`src/rtl/mem_block_copier.sv`:
```
// Block copy / fill engine for a byte-addressed, big-endian, one-read/one-write memory.
// Copy alternates READ/WRITE (2 cycles/word); fill streams WRITE (1 cycle/word).
module mem_block_copier #(
  parameter int unsigned STEP = 2
) (
  input  logic        clk,
  input  logic        rst,
  input  logic        start,
  input  logic        fillMode,
  input  logic        abort,
  input  logic [15:0] srcAddr,
  input  logic [15:0] dstAddr,
  input  logic [15:0] wordCount,
  input  logic [15:0] fillValue,
  output logic [15:0] memAddressA,
  input  logic [15:0] memDataOutA,
  output logic [15:0] memAddressB,
  output logic [15:0] memDataInB,
  output logic        memWriteEnableB,
  output logic        memWriteEnableA,
  output logic        busy,
  output logic        done,
  output logic [15:0] wordsLeft,
  output logic [1:0]  dbg_state_o
);

  typedef enum logic [1:0] {IDLE, READ, WRITE, DONE} state_t;

  localparam logic [15:0] STEP16 = 16'(STEP);

  state_t      state_q;
  logic [15:0] src_ptr_q;
  logic [15:0] dst_ptr_q;
  logic [15:0] words_left_q;
  logic [15:0] fill_q;
  logic [15:0] data_q;
  logic [15:0] addr_a_q;
  logic [15:0] addr_b_q;
  logic [15:0] wdata_q;
  logic        mode_q;
  logic        we_q;
  logic        busy_q;
  logic        done_q;

  // Request handshake: start is accepted only on a posedge where busy=0 (IDLE);
  // each accepted request ends in exactly one done pulse unless rst intervenes.
  // Memory-port registers are loaded on entry to READ/WRITE so they hold elsewhere.
  always_ff @(posedge clk or posedge rst) begin
    if (rst) begin
      state_q      <= IDLE;
      src_ptr_q    <= '0;
      dst_ptr_q    <= '0;
      words_left_q <= '0;
      fill_q       <= '0;
      data_q       <= '0;
      addr_a_q     <= '0;
      addr_b_q     <= '0;
      wdata_q      <= '0;
      mode_q       <= 1'b0;
      we_q         <= 1'b0;
      busy_q       <= 1'b0;
      done_q       <= 1'b0;
    end else begin
      we_q   <= 1'b0;
      done_q <= 1'b0;
      case (state_q)
        IDLE: begin
          if (start) begin
            src_ptr_q    <= srcAddr;
            dst_ptr_q    <= dstAddr;
            words_left_q <= wordCount;
            mode_q       <= fillMode;
            fill_q       <= fillValue;
            busy_q       <= 1'b1;
            if (wordCount == 16'd0) begin
              state_q <= DONE;
              done_q  <= 1'b1;
            end else if (fillMode) begin
              state_q  <= WRITE;
              we_q     <= 1'b1;
              addr_b_q <= dstAddr;
              wdata_q  <= fillValue;
            end else begin
              state_q  <= READ;
              addr_a_q <= srcAddr;
            end
          end
        end
        READ: begin
          if (abort) begin
            state_q <= DONE;
            done_q  <= 1'b1;
          end else begin
            data_q   <= memDataOutA;
            wdata_q  <= memDataOutA;
            addr_b_q <= dst_ptr_q;
            we_q     <= 1'b1;
            state_q  <= WRITE;
          end
        end
        WRITE: begin
          // The strobed write always completes, so the word counts even on abort.
          dst_ptr_q    <= dst_ptr_q + STEP16;
          words_left_q <= words_left_q - 16'd1;
          if (!mode_q) src_ptr_q <= src_ptr_q + STEP16;
          if (abort || words_left_q == 16'd1) begin
            state_q <= DONE;
            done_q  <= 1'b1;
          end else if (mode_q) begin
            we_q     <= 1'b1;
            addr_b_q <= dst_ptr_q + STEP16;
            wdata_q  <= fill_q;
          end else begin
            addr_a_q <= src_ptr_q + STEP16;
            state_q  <= READ;
          end
        end
        DONE: begin
          state_q <= IDLE;
          busy_q  <= 1'b0;
        end
        default: state_q <= IDLE;
      endcase
    end
  end

  assign memAddressA     = addr_a_q;
  assign memAddressB     = addr_b_q;
  assign memDataInB      = wdata_q;
  assign memWriteEnableB = we_q;
  assign memWriteEnableA = 1'b0;
  assign busy            = busy_q;
  assign done            = done_q;
  assign wordsLeft       = words_left_q;
  assign dbg_state_o     = state_q;

endmodule

```
`config.mk`:
```
export PLATFORM = sky130hd
export DESIGN_NAME = mem_block_copier
export DESIGN_NICKNAME = d
export VERILOG_FILES = /design/src/rtl/mem_block_copier.sv
export SDC_FILE = /design/constraint.sdc
export NUM_CORES = 1
export LEC_CHECK = 0
export CAP_MARGIN = 10
export CORE_MARGIN = 2
export CORE_UTILIZATION = 45
export CTS_CLUSTER_SIZE = 24
export DETAILED_ROUTE_END_ITERATION = 6
export GPL_ROUTABILITY_DRIVEN = 0
export PLACE_DENSITY = 0.73
export SLEW_MARGIN = 20
export SYNTH_ARGS = -nofsm -noshare
export SYNTH_HDL_FRONTEND = slang
export SYNTH_SLANG_ARGS = --single-unit
```
`constraint.sdc`:
```
create_clock -name clk -period 8.4 [get_ports clk]
set_clock_uncertainty 0.1 [all_clocks]
set_input_delay 1.68 -clock clk [delete_from_list [all_inputs] [get_ports clk]]
set_output_delay 1.68 -clock clk [all_outputs]
set_load 0.01 [all_outputs]
```
==> results.txt <==
The class of the worst hold path was flip-flop to flip-flop. The run finished with clean final reports. For this run, design rule violations remaining after detail routing come to 0.

For the total design power, the log shows 0.003989 W. Sorting the synthesized cells by area gives the leading types as dfrtp_1 (44%), mux2_2 (12%), a21oi_1 (6.3%), nor2_1 (4.4%), o21ai_0 (2.8%). TritonCTS built the clock tree.

For the final count of pins violating max slew, the log shows 0. The class of the most critical setup path was primary input to flip-flop. Setup repair after global routing left no endpoint under its margin. For this block, the via count after detailed routing is 6,069. The largest net degree at the start of global routing was 78.

The slowest stage cell on the critical path was clkdlybuf4s50_1. The effective utilization at floorplan is 46.16%, and the net count after synthesis is 799. The internal portion of the total power is 0.002374 W.

The HPWL after detailed placement is 12.27 mm. Synthesis instantiated 63 different standard cells from the library. The final count of hold timing violations was 0. The post-cts sizing count was 0.

The smallest clock period supported by the final layout is computed as 3.778 ns. The instance count along the most critical hold path was 1. The tool flagged a number of max-cap violations equal to 0.

The tools report the portion of total power attributed to sequential cells as 29.2%. The placeable core region is 14,530 µm², and the maximum net fanout on the critical path is 27. Summed over all instances, the cell type with the most area after synthesis is dfrtp_1.

The later pin in the worst-skew pair is clocked with a latency of 0.41 ns. During I/O placement, the number of pins put on the boundary was 155. The tools report the post-CTS setup buffer count as 0.

The run gives 0 as the count of hold buffers inserted by post-cts repair. Adding up every negative setup slack in the final design gives 0 ns. In the synthesized netlist, mux cells make up 14.08% of the area. In this run the power spent charging and discharging nets is 0.001616 W. Of the total synthesized cell area, the portion taken by AND, OR, NAND and NOR gates is 14.10%.

The filler cells instantiated in the layout total 1,205. In this run the power density over the cells is 448.0 nW/µm². The synthesized instance count was 705; the mean cell area of the mapped netlist was 9.516 µm². Main combinational cell family by area after synthesis: compound AO/OA/AOI/OAI gates.

Leading cell type by number of instances after synthesis: dfrtp_1. The count of H-tree levels built during CTS came out at 4. The via density per instance is 5.915, and the cell depth of the worst flop-to-flop path is 7. In the synthesized netlist the async set-or-reset flop fraction comes to 100.0%. The floorplan step set the die width to 126.1 µm. The clock input transition at the sequential cells of the worst setup and hold paths was 0.05 ns; the total congestion overflow was 0.

Combinational share of power: 52.7%. The die is 126.1 µm tall. The number of enable flip-flop cells after synthesis came out at 0. On the worst path, the slowest cell contributes a delay of 0.74 ns.

The tools report the via count of the first global-routing pass as 5,950. STA classifies the critical path startpoint as a primary input. The post-route fraction of the period consumed by the critical path is 44.97%, and the count of port buffers added during placement is 153. The logs give 0 for the number of antenna violations at the first check in global routing and 2 for the deepest clock path buffer count. The die covers 15,900 µm². After synthesis the cells add up to 6709 µm². The first routing iteration left 635 violations. After Yosys synthesis, XOR and XNOR cells account for 1.828% of the synthesized area. After Yosys synthesis, full adders, half adders and majority gates account for 1.678% of the synthesized area. The row count is 44, and the total leakage power is 3.474 nW. Counting flops and latches in the post-synthesis netlist gives 118. Summed over all layers, the routed wires come to 18.47 mm. The tree built by TritonCTS fans out to 118 sinks. The worst supply voltage drop on vdd is 0.2643 mV. The most used flip-flop cell after synthesis is dfrtp_1. The signal on the critical path passes through clkdlybuf4s50_1 > mux2i_2 > buf_4 > a21oi_2 > mux2_2. After synthesis, flip-flops and latches occupy 44.01% of the total area. The tools report the proportion of power drawn by the clock network as 18.1%. The tools report the total of warnings raised by yosys as 0. The data arrival time at the worst-slack endpoint is 3.97 ns, and the top-area cell type share of the netlist area is 44.01%.

Net switching is 40.50% of the power. The layout net count was 925; the first-pass GRT wire length was 30.27 mm. The element type at the critical path end is a flip-flop. The layout overhead on the synthesized area was 32.73%; the antenna violation net count after detailed routing was 0. Clock tree synthesis selected as its root buffer the cell clkbuf_16. In the synthesized netlist, the cells that appear most often are dfrtp_1 (118), a21oi_1 (85), nor2_1 (78). The repair_antennas step left the layout with diodes totalling 0. For the relative max-transition margin, the log shows 34.10%. The final number of setup-violating endpoints was 0. The compound-cell area share of the yosys netlist is 19.81%, and the total iterations of the first detailed-routing run is 5. The transition time at the pin with the least slew margin was 0.9885 ns; the data required time at the worst endpoint was 8.59 ns. In the final layout, the share of cells above drive strength 1 is 14.37%.

The total routing usage reported by global routing is 23.40%. Buffers inserted during clock tree synthesis total 17. The routed wirelength normalized by instance count was 18.00 µm; the maximum clock rate was 264.7 MHz.
-- layout by cell type (no fill, tap or decap), types with 3 or more instances in the layout --
cell type,count
clkbuf_16,17
nand3_1,26
clkbuf_1,3
ha_1,7
clkdlybuf4s50_1,153
o21ai_0,38
xnor2_1,12
dfrtp_1,118
nand4_1,12
a21o_1,3
nor3_1,10
o22a_1,7
bufinv_16,3
inv_1,16
o211ai_1,4
a22oi_1,18
nor2_1,78
a31oi_1,12
and3_1,5
clkinv_2,3
mux2i_1,9
o32ai_1,3
o31ai_1,4
nor4_1,10
nand3b_1,4
mux2_2,73
nand2_1,29
buf_4,7
o22ai_1,16
a21oi_1,85
-- stage by stage --
stage / cell area [µm²] / cells / setup WS, ns / hold slack, ns / util [%]
final: 8905 / 1026 / 4.622 / 0.3875 / 61.27
after global routing: 8905 / 1026 / 4.422 / 0.3987 / 61.27
after CTS: 8905 / 1026 / 4.648 / 0.3890 / 61.27
after detailed placement: 8325 / 996 / 4.226 / 0.3769 / 57.28
after global placement: 8318 / 996 / 4.271 / 0.3616 / 57.23
after floorplan: 6709 / 705 / 3.491 / 0.3488 / -
-- flip-flops by register name, summed over array words and instances, names as in the netlist --
| name | flops |
|---|---|
| wordsLeft | 16 |
| src_ptr_q | 16 |
| dst_ptr_q | 16 |
| memAddressB | 16 |
| dbg_state_o | 2 |
| memDataInB | 16 |
| busy | 1 |
| mode_q | 1 |
| memWriteEnableB | 1 |
| done | 1 |
| memAddressA | 16 |
| fill_q | 16 |
-- logic make-up after synthesis --
group	after synthesis
other	1
XOR/XNOR	14
AO/OA/AOI/OAI	214
AND/OR/NAND/NOR	193
multiplexers	85
adder cells (fa/ha/maj)	9
flip-flops	118
buffers and inverters	71
-- worst paths after layout --
check                                startpoint         endpoint  slack [ns]
worst max register to register   dbg_state_o[0]   memAddressA[0]        4.68
worst min register to register  memAddressB[10]  memAddressB[10]        0.39
min in group asynchronous                   rst   memAddressA[4]        1.56
worst max-delay path                      start    src_ptr_q[15]        4.62
worst min-delay path            memAddressB[10]  memAddressB[10]        0.39
max in group asynchronous                   rst     dst_ptr_q[9]        5.23
-- power by group through the flow --
stage / registers, W / logic [W] / clock network (W)
final: 0.00117 / 0.00210 / 0.000722
after global routing: 0.00121 / 0.00230 / 0.000756
after CTS: 0.00116 / 0.00210 / 0.000732
after detailed placement: 0.00116 / 0.00209 / 0
after global placement: 0.00114 / 0.00203 / 0
after floorplan: 0.00115 / 0.00139 / 0
-- final cells by class --
cell class                      count  area (µm²)  share of cell area, %
Multi-Input combinational cell    516        3488                  39.17
Sequential cell                   118        2953                  33.16
Timing Repair Buffer              160        1584                  17.79
Clock buffer                       21       450.4                  5.058
Tap cell                          184       230.2                  2.585
Clock inverter                      9       128.9                  1.447
Inverter                           18       70.07                 0.7868
-- per-layer routing --
| metal | up-vias | part of all wire, % | routed length (µm) | track usage, % |
|---|---|---|---|---|
| met4 | 0 | 1.6 | 297 | 8.597 |
| met5 | - | 0 | 0 | 0 |
| met2 | 249 | 48 | 8870 | 37.35 |
| li1 | 2856 | - | - | - |
| met3 | 23 | 6.2 | 1141 | 5.140 |
| met1 | 2941 | 44 | 8163 | 31.43 |
-- critical path: cells and delay by family --
kind                   cells  cell delay, ns
AO/OA/AOI/OAI              1            0.71
buffers and inverters      2            1.02
multiplexers               2            0.54
No activity file was read; power rests on OpenSTA's default activity.
